## config.mk

```make
export PLATFORM = sky130hd
export DESIGN_NAME = matmul_scheduler
export DESIGN_NICKNAME = d
export VERILOG_FILES = /design/src/rtl/matmul_scheduler_pkg.sv /design/src/rtl/matmul_scheduler_rr_pick.sv /design/src/rtl/matmul_scheduler.sv
export SDC_FILE = /design/constraint.sdc
export NUM_CORES = 1
export LEC_CHECK = 0
export ABC_AREA = 1
export CORE_MARGIN = 4
export CORE_UTILIZATION = 50
export DETAILED_ROUTE_END_ITERATION = 8
export PLACE_DENSITY = 0.76
export SYNTH_ARGS = -nofsm -noshare
export SYNTH_HDL_FRONTEND = slang
export SYNTH_SLANG_ARGS = --single-unit
```

## constraint.sdc

```tcl
create_clock -name clk -period 2.2 [get_ports clk]
set_clock_uncertainty 0.2 [all_clocks]
set_input_delay 0.22 -clock clk [delete_from_list [all_inputs] [get_ports clk]]
set_output_delay 0.22 -clock clk [all_outputs]
set_load 0.01 [all_outputs]
```

## src/rtl/matmul_scheduler_pkg.sv

```systemverilog
// Shared types for the matrix-multiply engine scheduler.
package matmul_scheduler_pkg;

  typedef enum logic [2:0] {
    IDLE_MS,
    CLEAR_MS,
    RUN_MS,
    DONE_MS,
    ABORT_MS
  } state_mmsched;

  // Increment modulo n, used to move the round-robin pointer past the last winner.
  function automatic int unsigned wrap_inc(input int unsigned v, input int unsigned n);
    return (v + 1 >= n) ? 0 : v + 1;
  endfunction

endpackage

```

## src/rtl/matmul_scheduler_rr_pick.sv

```systemverilog
// Round-robin picker: first set request bit at or after the pointer, wrapping.
module matmul_scheduler_rr_pick #(
  parameter int unsigned N_REQ = 4,
  parameter int unsigned IDX_W = $clog2(N_REQ)
) (
  input  logic [N_REQ-1:0] req,
  input  logic [IDX_W-1:0] rr_ptr,
  output logic             found,
  output logic [IDX_W-1:0] idx
);

  int unsigned       j;
  logic [IDX_W-1:0]  jj;

  // Scan from the farthest offset down so the nearest candidate is written last.
  always_comb begin
    found = 1'b0;
    idx   = '0;
    j     = 0;
    jj    = '0;
    for (int i = N_REQ - 1; i >= 0; i--) begin
      j = 32'(rr_ptr) + 32'(i);
      if (j >= N_REQ) j = j - N_REQ;
      jj = IDX_W'(j);
      if (req[jj]) begin
        found = 1'b1;
        idx   = jj;
      end
    end
  end

endmodule

```

## src/rtl/matmul_scheduler.sv

```systemverilog
// Round-robin scheduler sharing one matrix-multiply engine between N_REQ requesters,
// with an engine clear before each job and a RUN-phase watchdog.
module matmul_scheduler
  import matmul_scheduler_pkg::*;
#(
  parameter int unsigned N_REQ      = 4,
  parameter int unsigned CLR_CYCLES = 2,
  parameter int unsigned TIMEOUT    = 1024,
  parameter int unsigned IDX_W      = $clog2(N_REQ)
) (
  input  logic             clk,
  input  logic             rst,
  input  logic [N_REQ-1:0] req,
  output logic [N_REQ-1:0] gnt,
  output logic [IDX_W-1:0] gnt_idx,
  output logic [N_REQ-1:0] done,
  output logic [N_REQ-1:0] err,
  output logic             busy,
  output logic             mm_clr,
  output logic             mm_start,
  input  logic             mm_f
);

  localparam int unsigned CNT_W = $clog2(TIMEOUT + CLR_CYCLES) + 1;

  state_mmsched     state;
  logic [CNT_W-1:0] cnt;
  logic [IDX_W-1:0] rr_ptr;
  logic             pick_found;
  logic [IDX_W-1:0] pick_idx;

  matmul_scheduler_rr_pick #(
    .N_REQ (N_REQ),
    .IDX_W (IDX_W)
  ) u_rr_pick (
    .req    (req),
    .rr_ptr (rr_ptr),
    .found  (pick_found),
    .idx    (pick_idx)
  );

  always_ff @(posedge clk or posedge rst) begin
    if (rst) begin
      state    <= IDLE_MS;
      cnt      <= '0;
      rr_ptr   <= '0;
      gnt      <= '0;
      gnt_idx  <= '0;
      done     <= '0;
      err      <= '0;
      busy     <= 1'b0;
      mm_clr   <= 1'b0;
      mm_start <= 1'b0;
    end else begin
      done <= '0;
      err  <= '0;
      case (state)
        IDLE_MS: begin
          if (pick_found) begin
            gnt     <= N_REQ'(1) << pick_idx;
            gnt_idx <= pick_idx;
            busy    <= 1'b1;
            mm_clr  <= 1'b1;
            cnt     <= '0;
            state   <= CLEAR_MS;
          end
        end
        // mm_f is deliberately ignored here: it still carries the previous job's finish.
        CLEAR_MS: begin
          if (cnt == CNT_W'(CLR_CYCLES - 1)) begin
            mm_clr   <= 1'b0;
            mm_start <= 1'b1;
            cnt      <= '0;
            state    <= RUN_MS;
          end else begin
            cnt <= cnt + 1'b1;
          end
        end
        // A finish seen on the timeout cycle still counts as success.
        RUN_MS: begin
          if (mm_f) begin
            mm_start      <= 1'b0;
            done[gnt_idx] <= 1'b1;
            state         <= DONE_MS;
          end else if (cnt == CNT_W'(TIMEOUT - 1)) begin
            mm_start     <= 1'b0;
            mm_clr       <= 1'b1;
            err[gnt_idx] <= 1'b1;
            state        <= ABORT_MS;
          end else begin
            cnt <= cnt + 1'b1;
          end
        end
        DONE_MS, ABORT_MS: begin
          mm_clr <= 1'b0;
          gnt    <= '0;
          busy   <= 1'b0;
          cnt    <= '0;
          rr_ptr <= IDX_W'(wrap_inc(32'(gnt_idx), N_REQ));
          state  <= IDLE_MS;
        end
        default: state <= IDLE_MS;
      endcase
    end
  end

endmodule

```

Word-level counts from Yosys, hierarchy flattened. Index checks and enable logic that the tools add are counted.

Input bits: 7. Register bits after elaboration: 34. Logic and storage cells: 105.

Reductions and logical operators: 12. Eq/ne operators: 12. Shift-type cells: 1. $lt $le $gt $ge: 11. Add/sub/neg operators: 9. Muxes and demuxes: 50.

Operators with widths (count): 2-to-1 mux 12 bit (4); case mux 12 bit (4 select lines) (1); 2-to-1 mux 4 bit (6); 2-to-1 mux 2 bit (9); 2-to-1 mux 1 bit (16); less-than comparator 2 x 3 -> 1 bit, second input constant (5); adder 12 x 1 -> 12 bit, second input constant (1); == test 12 x 1 -> 1 bit, second input constant (1); == test 12 x 10 -> 1 bit, second input constant (1); greater-or-equal comparator 3 bit, second input constant (4); 2-to-1 mux 3 bit (4); inequality test 2 bit, second input constant (5); case mux 3 bit (3 select lines) (1); binary-select mux 1 bit (select 2 bit) (4); case mux 4 bit (2 select lines) (1); subtractor 2 x 1 -> 2 bit, second input constant (4); adder 2 x 1 -> 3 bit, second input constant (2); adder 2 x 2 -> 3 bit, second input constant (2); == test 3 x 2 -> 1 bit, second input constant (2); AND reduction 3 bit (2); AND reduction 5 bit (1); case mux 1 bit (2 select lines) (2); case mux 1 bit (4 select lines) (1); AND reduction 2 bit (2); other kinds (13) (14).

Logic depth before layout (Yosys ltp).
Depth after elaboration: 12. Mapped depth: 13. Gate-level depth less buffers: 13.

By module. A second synthesis with hierarchy kept.

Cells, all modules: 286. Area total of the unflattened synthesis: 2069.5 sq um.

By module, submodules not included: matmul_scheduler (times used 1, area an instance 1856.8 sq um, sequential area each 850.8 sq um, cells an instance 240); matmul_scheduler_rr_pick (times used 1, area an instance 212.7 sq um, sequential area each 0.0 sq um, cells an instance 46).

Worst setup path before layout. OpenSTA, ideal clock, no wires.

Path kind: register to register. Start: register cnt[0]. End: register cnt[6]. Required time: 1.877 ns. Period minus slack after synthesis: 1.892 ns. Setup time: 0.123 ns. Setup slack: 0.308 ns. Arrival: 1.569 ns. Stages on the path, launching flop included: 11. Path buffers: 1. Cells stage by stage: dfrtp_1 ha_1 nand3_1 nor2_2 nand2_1 nor2_1 a21oi_1 nand3_4 buf_6 nand2_1 o21ai_2.

Word-level cells in the longest chain between the ends: 4. Elaborated cells between the ends (all ways): 9. Classes of those cells: add/sub (1); eq/ne (3); mux (4); reduce/logical (1).

RTL lines: start, declared (line matmul_scheduler.sv:27) `logic [CNT_W-1:0] cnt;`; start signal, assigned (line matmul_scheduler.sv:76) `cnt <= cnt + 1'b1;`; start signal, assigned (line matmul_scheduler.sv:91) `cnt <= cnt + 1'b1;`; adder 12 x 1 -> 12 bit (line matmul_scheduler.sv:76, matmul_scheduler.sv:91); 2-to-1 mux 12 bit (line matmul_scheduler.sv:85) `end else if (cnt == CNT_W'(TIMEOUT - 1)) begin`; 2-to-1 mux 12 bit (line matmul_scheduler.sv:81) `if (mm_f) begin`; case mux 12 bit (4 select lines) (line matmul_scheduler.sv:57) `case (state)`.

Several ways; a longest one is shown, not always the timed one. The select of a mux whose other input is x is not followed. A chain may end at the register's enable or synchronous reset.

Worst setup path after layout.
Start: register cnt[1]. End: register cnt[10].

Same word-level chain as after synthesis.

==> flow_summary.toml <==
[timing]
max_clock_freq_mhz = 496
fin_tns_setup_ns = 0
finalMaxSlewViolations = 0
maxSlewHeadroom_pct = 71.5
period_needed_ns = 2.01
worst_slack_ns = 0.186
rsz0062_at_grt = "false"
setup_viol = 0
hold_violations = 0
hold_slack_ns = 0.119
fin_crit_sh_pct = 91.6
tightest_slew_ns = 0.428

[power]
p_per_area_nw_per_um2 = 1170
leakage_nw = 1.26
peakVddDrop_mv = 0.848

[global_route]
grt_pass1_wl_mm = 7.39
grt_util_all_layers_pct = 17.7
grt_overflow = 0
antenna_found_initial = 0
grt_pass1_vias = 1682
grt_max_degree = 35

[drt]
first_pass_iters = 4
wirelength_mm = 4.35
ant_nets = 0
vias = 1854
wl_per_cell_um = 12.0
route.detailed.drc = 0
drt_iter0_markers = 119
via_per_inst = 5.11

[floorplanning]
die_h_um = 72.1
core_area_um2 = 4000
initial_core_util_pct = 51.4
io_pins = 24
dieWidth_um = 72.1
row_count = 23
die_area_um2 = 5200

[finish]
finalNonFillerCells = 363
nets = 325
utilization_pct = 61.8
drive_gt1_share_pct = 10.5
fill_cells = 339
area_growth_pct = 20.2
final_cell_mix = "nand2_1 (93), inv_1 (36), dfrtp_1 (34)"
final_common_cell = "nand2_1"
diodes = 0
multiInputGateArea_um2 = 1050
seqCellArea_um2 = 851

[placement]
gp_congestion = 0.847
portBuffers = 23
pre_cts_ws_ns = 0.157
dp.cells = 353
dp.final_hpwl_mm = 3.07

[clock_tree]
clk_path_buf_depth = 2
clock-sinks = 34
ctsRootBufferMaster = "clkbuf_8"
cts_tree = "done"
htree_levels = 2
clk_pin_slew_ns = 0.07
cts_buffers = 5
cts-hold-fix-buffers = 0
clock_latency_ns = 0.29

[worst_setup_path]
slowest_delay_ns = 0.41
cp_common_cell = "nand2_1"
required_ns = 2.18
rr_worst_depth = 9
critPathBufInv = 0
cp_num_cells = 9
cp-start-kind = "flop"
worstReg2RegEnd = "cnt[10]"
critical_path.slowest_cell = "dfrtp_1"
path_cells = "ha_1, nand3_1, nor2_2, nand2_1, nor2_1, a21oi_2, nand3_4, nand2_1, o21ai_2"
cp_top_family = "simple AND/OR/NAND/NOR gates"
cp_max_fo = 12
endpoint_kind = "flop"
endpoint = "cnt[10]"
crit_start = "cnt[1]"
timing.rr.start = "cnt[1]"
cp.arrival_ns = 1.99
r2r_slack_ns = 0.19
critPathKind = "flop to flop"

[yosys]
synthArstFlopShare_pct = 100
synth-seq-cells = 34
ys_types = 29
yosysTopAreaCellShare_pct = 41.4
yosys.area.top_type = "dfrtp_1"
ys.flop_type = "dfrtp_1"
syn_area_um2 = 2060
netlist_top_cells_area = "dfrtp_1 (41%), nand2_1 (17%), inv_1 (6.6%)"
syn_inst = 279
syn_avg_cell_area_um2 = 7.37
yosys_warnings = 0
seq_area_frac_synth_pct = 41.4
synth_fp_nets = 292
synth_edf_count = 0

[job]
max_cap_violations = 0

[min_path]
hp-class = "input port to async pin"

[outcome]
status = "finished, final reports clean"
## worst register-to-register path, cell delays in order, from the launching register on
cell and delay, ns:
dfrtp_1 0.41, ha_1 0.23, nand3_1 0.17, nor2_2 0.07
nand2_1 0.06, nor2_1 0.05, a21oi_2 0.27, nand3_4 0.24
nand2_1 0.14, o21ai_2 0.06
## stage by stage
| stage | power, mW | cell area [um^2] |
|---|---|---|
| after CTS | 2.89 | 2440 |
| final | 2.90 | 2470 |
| after detailed placement | 2.42 | 2360 |
| after floorplan | 2.00 | 2060 |
| after global placement | 2.39 | 2360 |
| after global routing | 3.18 | 2470 |
## cell type report
class | instances | area share, %
clock buffer | 6 | 2.94
clock inverter | 2 | 0.557
inverter | 39 | 5.92
multi-input combinational | 203 | 42.5
sequential | 34 | 34.4
tap | 50 | 2.53
timing repair buffer | 29 | 11.1
## kinds of logic after synthesis
logic type	count (synthesis)	synth area share [%]
buffers and inverters	43	8.58
flip-flops	34	41.4
XOR/XNOR	6	2.55
AO/OA/AOI/OAI	35	11.0
adder cells (fa/ha/maj)	6	3.65
AND/OR/NAND/NOR	155	32.8
## cells in the mapped netlist, types with 3 or more instances
master    number
o211ai_1       3
o21bai_1       3
o21ai_2        8
nor3_1        10
o21ai_0       12
nor2_1        25
nand2_2        3
a21oi_1        4
nand2_1       93
nand3_1       15
ha_1           6
inv_1         36
dfrtp_1       34
nand4_1        3
xor2_1         5
## state kept, by name, summed over array words and instances, names as in the netlist
| signal | cells |
|---|---|
| cnt | 12 |
| done | 4 |
| err | 4 |
| gnt | 4 |
| state | 3 |
| gnt_idx | 2 |
| rr_ptr | 2 |
| busy | 1 |
| mm_clr | 1 |
| mm_start | 1 |
## routing by layer
metal	wire, um	up-vias	GRT usage, %	share of wire, %
li1	-	946	-	-
met1	2030	863	23.2	47
met2	2020	37	27.9	46
met3	236	8	5.26	5.4
met4	60	0	5.85	1.4
met5	0	-	0	0
## power by group
group / leakage [nW] / internal [mW] / switching, mW / total [mW]
sequential: 0.453 / 0.770 / 0.125 / 0.896
combinational: 0.765 / 0.558 / 0.994 / 1.55
clock: 0.0452 / 0.223 / 0.233 / 0.456
## worst min-delay path by stage
| stage | startpoint | endpoint | slack [ns] | depth (start not counted) |
|---|---|---|---|---|
| 4_1_cts | rst | gnt[0] | 0.13 | 3 |
| 6_report | rst | cnt[11] | 0.12 | 3 |
| 5_1_grt | rst | cnt[11] | 0.17 | 3 |
| 3_5_place_dp | gnt[0] | gnt[0] | 0.26 | 2 |
| 3_3_place_gp | mm_clr | mm_clr | 0.26 | 2 |
| 2_1_floorplan | rst | busy | 0.16 | 1 |
## repair_timing
item	4_1_cts	5_1_grt
gates resized for setup	0	2
endpoints found under the setup margin	0	11
buffers inserted	0	1
Power figures use the tool's default switching activity.
